## src/rtl/io_port_if.sv

```systemverilog
// io_port_if: CPU strobe, sink stream, source stream and status signals of
// the io_port_responder. The master modport is the CPU/environment side,
// the slave modport is the responder side.
interface io_port_if #(
    parameter int DATA_W = 16
);
    logic              Wr;
    logic              Rd;
    logic [DATA_W-1:0] Wr_Data;
    logic [DATA_W-1:0] Rd_Data;
    logic [DATA_W-1:0] Out_Data;
    logic              Out_Valid;
    logic              Out_Ready;
    logic [DATA_W-1:0] In_Data;
    logic              In_Valid;
    logic              In_Ready;
    logic              Out_Full;
    logic              In_Avail;
    logic              Ovf_Err;
    logic              Udf_Err;

    modport master (
        output Wr, Rd, Wr_Data, Out_Ready, In_Data, In_Valid,
        input  Rd_Data, Out_Data, Out_Valid, In_Ready, Out_Full, In_Avail,
               Ovf_Err, Udf_Err
    );

    modport slave (
        input  Wr, Rd, Wr_Data, Out_Ready, In_Data, In_Valid,
        output Rd_Data, Out_Data, Out_Valid, In_Ready, Out_Full, In_Avail,
               Ovf_Err, Udf_Err
    );
endinterface

```

## src/rtl/io_port_responder.sv

```systemverilog
// io_port_responder: device-side responder for the CPU Wr/Rd strobes.
// Wr pushes into an output FIFO drained over valid/ready; Rd consumes a
// one-entry holding register filled over valid/ready. Rd_Data is
// combinational so the CPU can capture it in the same cycle as Rd.
// Optional build macro IO_LOOPBACK_EN adds Loop_Mode, which routes the
// FIFO head into the holding register instead of the external streams.
module io_port_responder #(
    parameter int DATA_W     = 16,
    parameter int FIFO_DEPTH = 4,
    parameter int PTR_W      = 2
) (
    input  logic      Clock_Puls,
    input  logic      Reset,
`ifdef IO_LOOPBACK_EN
    input  logic      Loop_Mode,
`endif
    io_port_if.slave  bus
);

    localparam logic [PTR_W:0] DEPTH_C = (PTR_W+1)'(FIFO_DEPTH);

    logic [DATA_W-1:0] mem [FIFO_DEPTH];
    logic [PTR_W-1:0]  wr_ptr;
    logic [PTR_W-1:0]  rd_ptr;
    logic [PTR_W:0]    count;
    logic [DATA_W-1:0] hold;
    logic              hold_valid;
    logic              ovf_err;
    logic              udf_err;

    logic              loop_mode;
    logic              out_valid_int;
    logic              out_full;
    logic              in_ready_int;
    logic              pop;
    logic              push;
    logic              cap_valid;
    logic [DATA_W-1:0] cap_data;
    logic              cap;
    logic [DATA_W-1:0] head;

`ifdef IO_LOOPBACK_EN
    assign loop_mode = Loop_Mode;
`else
    assign loop_mode = 1'b0;
`endif

    assign head          = mem[rd_ptr];
    assign out_valid_int = (count != '0);
    assign out_full      = (count == DEPTH_C);
    // A Rd frees the holding register in the same cycle, so a new word may
    // land while the old one is being returned.
    assign in_ready_int  = ~hold_valid | bus.Rd;

    // In loopback the holding register is the FIFO's consumer.
    assign pop       = out_valid_int & (loop_mode ? in_ready_int : bus.Out_Ready);
    assign push      = bus.Wr & (~out_full | pop);
    assign cap_valid = loop_mode ? out_valid_int : bus.In_Valid;
    assign cap_data  = loop_mode ? head : bus.In_Data;
    assign cap       = cap_valid & in_ready_int;

    assign bus.Out_Data  = head;
    assign bus.Out_Valid = out_valid_int & ~loop_mode;
    assign bus.Out_Full  = out_full;
    assign bus.In_Ready  = in_ready_int & ~loop_mode;
    assign bus.In_Avail  = hold_valid;
    assign bus.Rd_Data   = hold_valid ? hold : '0;
    assign bus.Ovf_Err   = ovf_err;
    assign bus.Udf_Err   = udf_err;

    // FIFO storage; contents are left untouched by reset.
    always_ff @(posedge Clock_Puls) begin
        if (push) begin
            mem[wr_ptr] <= bus.Wr_Data;
        end
    end

    // FIFO pointers and occupancy.
    always_ff @(posedge Clock_Puls) begin
        if (Reset) begin
            wr_ptr <= '0;
            rd_ptr <= '0;
            count  <= '0;
        end else begin
            if (push) begin
                wr_ptr <= wr_ptr + PTR_W'(1);
            end
            if (pop) begin
                rd_ptr <= rd_ptr + PTR_W'(1);
            end
            case ({push, pop})
                2'b10:   count <= count + (PTR_W+1)'(1);
                2'b01:   count <= count - (PTR_W+1)'(1);
                default: count <= count;
            endcase
        end
    end

    // Input holding register: capture wins over consumption when both occur.
    always_ff @(posedge Clock_Puls) begin
        if (Reset) begin
            hold       <= '0;
            hold_valid <= 1'b0;
        end else if (cap) begin
            hold       <= cap_data;
            hold_valid <= 1'b1;
        end else if (bus.Rd && hold_valid) begin
            hold_valid <= 1'b0;
        end
    end

    // Sticky error flags, cleared only by reset.
    always_ff @(posedge Clock_Puls) begin
        if (Reset) begin
            ovf_err <= 1'b0;
            udf_err <= 1'b0;
        end else begin
            if (bus.Wr && out_full && !pop) begin
                ovf_err <= 1'b1;
            end
            if (bus.Rd && !hold_valid) begin
                udf_err <= 1'b1;
            end
        end
    end

endmodule

```

## src/flat_wrapper.sv

```systemverilog
// flat-port wrapper written by rule: the top's interface ports become plain ports
module io_port_responder_flat 
#(
    parameter int DATA_W     = 16,
    parameter int FIFO_DEPTH = 4,
    parameter int PTR_W      = 2
)
  (Clock_Puls, Reset, bus_Wr, bus_Rd, bus_Wr_Data, bus_Out_Ready, bus_In_Data, bus_In_Valid, bus_Rd_Data, bus_Out_Data, bus_Out_Valid, bus_In_Ready, bus_Out_Full, bus_In_Avail, bus_Ovf_Err, bus_Udf_Err);
  io_port_if #(.DATA_W(DATA_W)) bus_i ();
  input  logic Clock_Puls;
  input  logic Reset;
  input wire logic [$bits(bus_i.Wr)-1:0] bus_Wr;
  input wire logic [$bits(bus_i.Rd)-1:0] bus_Rd;
  input wire logic [$bits(bus_i.Wr_Data)-1:0] bus_Wr_Data;
  input wire logic [$bits(bus_i.Out_Ready)-1:0] bus_Out_Ready;
  input wire logic [$bits(bus_i.In_Data)-1:0] bus_In_Data;
  input wire logic [$bits(bus_i.In_Valid)-1:0] bus_In_Valid;
  output wire logic [$bits(bus_i.Rd_Data)-1:0] bus_Rd_Data;
  output wire logic [$bits(bus_i.Out_Data)-1:0] bus_Out_Data;
  output wire logic [$bits(bus_i.Out_Valid)-1:0] bus_Out_Valid;
  output wire logic [$bits(bus_i.In_Ready)-1:0] bus_In_Ready;
  output wire logic [$bits(bus_i.Out_Full)-1:0] bus_Out_Full;
  output wire logic [$bits(bus_i.In_Avail)-1:0] bus_In_Avail;
  output wire logic [$bits(bus_i.Ovf_Err)-1:0] bus_Ovf_Err;
  output wire logic [$bits(bus_i.Udf_Err)-1:0] bus_Udf_Err;
  assign bus_i.Wr = bus_Wr;
  assign bus_i.Rd = bus_Rd;
  assign bus_i.Wr_Data = bus_Wr_Data;
  assign bus_i.Out_Ready = bus_Out_Ready;
  assign bus_i.In_Data = bus_In_Data;
  assign bus_i.In_Valid = bus_In_Valid;
  assign bus_Rd_Data = bus_i.Rd_Data;
  assign bus_Out_Data = bus_i.Out_Data;
  assign bus_Out_Valid = bus_i.Out_Valid;
  assign bus_In_Ready = bus_i.In_Ready;
  assign bus_Out_Full = bus_i.Out_Full;
  assign bus_In_Avail = bus_i.In_Avail;
  assign bus_Ovf_Err = bus_i.Ovf_Err;
  assign bus_Udf_Err = bus_i.Udf_Err;
  io_port_responder #(.DATA_W(DATA_W), .FIFO_DEPTH(FIFO_DEPTH), .PTR_W(PTR_W)) u_core (.Clock_Puls(Clock_Puls), .Reset(Reset), .bus(bus_i));
endmodule
```

## config.mk

```make
export PLATFORM = sky130hd
export DESIGN_NAME = io_port_responder_flat
export DESIGN_NICKNAME = d
export VERILOG_FILES = /design/src/rtl/io_port_if.sv /design/src/rtl/io_port_responder.sv /design/src/flat_wrapper.sv
export SDC_FILE = /design/constraint.sdc
export NUM_CORES = 1
export LEC_CHECK = 0
export CAP_MARGIN = 25
export CORE_MARGIN = 4
export CORE_UTILIZATION = 40
export DETAILED_ROUTE_END_ITERATION = 8
export PLACE_DENSITY = 0.63
export SLEW_MARGIN = 40
export SYNTH_ARGS = -nofsm -noshare
export SYNTH_HDL_FRONTEND = slang
export SYNTH_SLANG_ARGS = --single-unit
export TNS_END_PERCENT = 50
```

## constraint.sdc

```tcl
create_clock -name Clock_Puls -period 3.7 [get_ports Clock_Puls]
set_clock_uncertainty 0.1 [all_clocks]
set_input_delay 0.555 -clock Clock_Puls [delete_from_list [all_inputs] [get_ports Clock_Puls]]
set_output_delay 0.555 -clock Clock_Puls [all_outputs]
set_load 0.02 [all_outputs]
```

==> impl_metrics.py <==
metrics = {
    "pwr": {
        "leakagePower_nw": 1.58,
        "switching_share": 0.289,
        "p_comb_frac": 0.258,
        "max-vdd-ir-drop_mv": 0.191,
        "p_sw_mw": 0.728,
        "seq_power_share": 0.501,
        "p_total_mw": 2.52,
        "p_per_area_nw_per_um2": 541,
        "p_int_mw": 1.79,
        "p_clk_frac": 0.242,
    },
    "die": {
        "die_y_um": 103,
        "die_w_um": 103,
        "io_pins": 76,
        "rows": 34,
        "die-area_um2": 10700,
        "coreArea_um2": 8810,
        "start_util": 0.414,
    },
    "worst_setup_path": {
        "startpoint_type": "register",
        "path_class": "register to output port",
        "critPathTopFamily": "buffers and inverters",
        "critPathBufInv": 2,
        "cp.arrival_ps": 2330,
        "crit_chain": "buf_4 -> mux4_2 -> clkdlybuf4s50_1",
        "worstPathMaxFanout": 9,
        "required_ps": 3040,
        "slowest_stage": "dfxtp_1",
        "end_kind": "output port",
        "slowest_delay_ps": 590,
        "timing.rr.start": "u_core.count[0]",
    },
    "global_route": {
        "grt_pass1_wl_um": 10700,
        "track_usage": 0.133,
        "grt_pass1_vias": 2198,
        "grt-ovfl-total": 0,
        "grt_max_degree": 30,
        "antenna_found_initial": 0,
    },
    "final_layout": {
        "drive_above_1_share": 0.119,
        "area_growth_pct": 27.9,
        "instances_no_fill": 426,
        "num_antenna_cells": 0,
        "num-nets-final": 357,
    },
    "outcome": {
        "status": "finished clean",
    },
    "place": {
        "finalWeightedCongestion": 0.811,
        "dp_cells": 410,
        "dp_hpwl_um": 4420,
        "port_buffers": 75,
        "dpl_worst_slack_ps": 798,
    },
    "detailed_routing": {
        "wl_per_cell_um": 15.6,
        "ant_nets": 0,
        "firstDrtPassIters": 4,
        "dr_wl_met2_um": 3090,
        "top_layer": "met4",
        "num_vias": 2149,
        "routed_via_density": 5.04,
        "drc": 0,
        "drt_iter0_markers": 47,
        "drt_wl_total_um": 6640,
        "m1WireLength_um": 2890,
        "wl_met3_um": 538,
    },
    "cts": {
        "numCtsBuffers": 9,
        "post-cts-setup-buffers": 0,
        "cts.sinks": 92,
        "cts-resized-gates": 0,
        "clock_latency_ps": 350,
        "clockBufferDepth": 2,
        "cts_hold_buf": 0,
        "h-tree-depth": 3,
        "clk_pin_slew_ps": 90,
        "cts_tree": "yes",
        "clock-root-buffer": "clkbuf_8",
    },
    "synthesis": {
        "netlist_area_um2": 3640,
        "ys_top_cells_by_count": "edfxtp_1 (64), dfxtp_1 (28), a21oi_1 (21)",
        "syn-num-nets": 280,
        "avgSynthCellArea_um2": 15.4,
        "synthCells": 236,
        "synthTopCellsByArea": "edfxtp_1 (53%), dfxtp_1 (15%), mux4_2 (6.8%), mux4_1 (3.6%), and2_1 (3.4%)",
        "synth.most_common_cell": "edfxtp_1",
        "async_reset_ff_frac": 0,
        "synth_edf_count": 64,
        "synth_largest_area_cell": "edfxtp_1",
        "synthFlopType": "edfxtp_1",
        "synth.top_cell.area_share": 0.527,
        "ys_ff_latch": 92,
        "yosysSeqAreaShare": 0.681,
        "yosys_warnings": 0,
        "synth_cell_type_count": 31,
    },
    "sta": {
        "relSlewSlack": 0.521,
        "finalSetupViolations": 0,
        "worst_hold_slack_ps": 373,
        "setup_tns_ps": 0,
        "period_needed_ps": 2990,
        "tightestPinTransition_ps": 718,
        "hold_viol": 0,
        "clock.fmax_ghz": 0.335,
        "rsz0062_at_grt": "no",
        "drv_slew": 0,
        "min_period_over_period": 0.807,
        "finalWorstSetupSlack_ps": 713,
    },
    "min_path": {
        "holdCritPathClass": "register to register",
        "worstHoldStart": "u_core.hold[12]",
    },
    "run": {
        "drv_cap": 0,
    },
}
-- final timing paths --
path,slack [ps],cells past startpoint,end
max,710,3,bus_Out_Data[3]
min,370,2,u_core.hold[12]
max reg2reg,1420,9,u_core.count[2]
min reg2reg,370,2,u_core.hold[12]
-- metrics by stage --
| step | instance area [um^2] | util |
|---|---|---|
| global placement | 4480 | 0.509 |
| finish | 4660 | 0.529 |
| floorplan | 3640 | - |
| CTS | 4660 | 0.529 |
| global route | 4660 | 0.529 |
| detailed placement | 4480 | 0.509 |
-- layout make-up --
cell class / count / area [um^2]
flip-flops and latches: 92 / 2480
inverters: 9 / 33.8
well taps: 108 / 135
repair buffers: 79 / 781
clock inverters: 7 / 57.6
multi-input cells: 122 / 1050
fillers: 750 / 4140
clock buffers: 9 / 124
-- worst register-to-register path, cell delays in order (launching register included) --
cell	delay (ps)
dfxtp_1	390
nor4b_4	330
nor2b_2	130
inv_1	80
ha_1	170
inv_1	60
fa_1	380
xor2_1	160
or3_1	300
a21oi_1	130
-- flip-flops by register name (all words and copies together) (netlist names), named ones only --
name                 flops
u_core.bus.In_Avail      1
u_core.bus.Ovf_Err       1
u_core.bus.Udf_Err       1
u_core.count             3
u_core.hold             16
u_core.mem              64
u_core.rd_ptr            2
u_core.wr_ptr            2
-- power by group through the flow --
stage / logic, mW / clock network, mW / registers (mW)
2_1_floorplan: 0.435 / 0 / 1.25
3_3_place_gp: 0.648 / 0 / 1.29
3_5_place_dp: 0.658 / 0 / 1.29
4_1_cts: 0.660 / 0.634 / 1.26
5_1_grt: 0.702 / 0.672 / 1.28
6_report: 0.650 / 0.609 / 1.26
-- logic make-up after synthesis --
logic type      after synthesis  share of synthesized area
flops                        92                      0.681
simple gates                 54                     0.0869
compound gates               40                     0.0570
buf+inv                      22                     0.0319
mux                          18                      0.111
fa+ha+maj                     6                     0.0227
xor+xnor                      4                    0.00961
-- metal layers --
layer,track usage,up-vias
li1,-,1042
met1,0.167,1012
met2,0.209,81
met3,0.0503,14
met4,0.0508,0
met5,0,-
-- placed cells by master (no fill, tap or decap), types with 2 or more instances in the layout --
master | synthesis | layout
clkbuf_8 | 0 | 9
dfxtp_1 | 28 | 28
nand3_1 | 16 | 16
a21oi_1 | 21 | 21
clkdlybuf4s50_1 | 0 | 75
edfxtp_1 | 64 | 64
buf_4 | 1 | 4
clkinvlp_4 | 0 | 2
mux4_1 | 5 | 5
and2_1 | 20 | 18
mux4_2 | 11 | 11
inv_6 | 0 | 2
o21ai_0 | 17 | 17
nand2b_1 | 2 | 2
ha_1 | 5 | 5
and2_2 | 0 | 2
inv_1 | 8 | 8
xor2_1 | 3 | 3
or3_1 | 2 | 2
nor2_1 | 10 | 10
(Power assumes the default switching activity.)
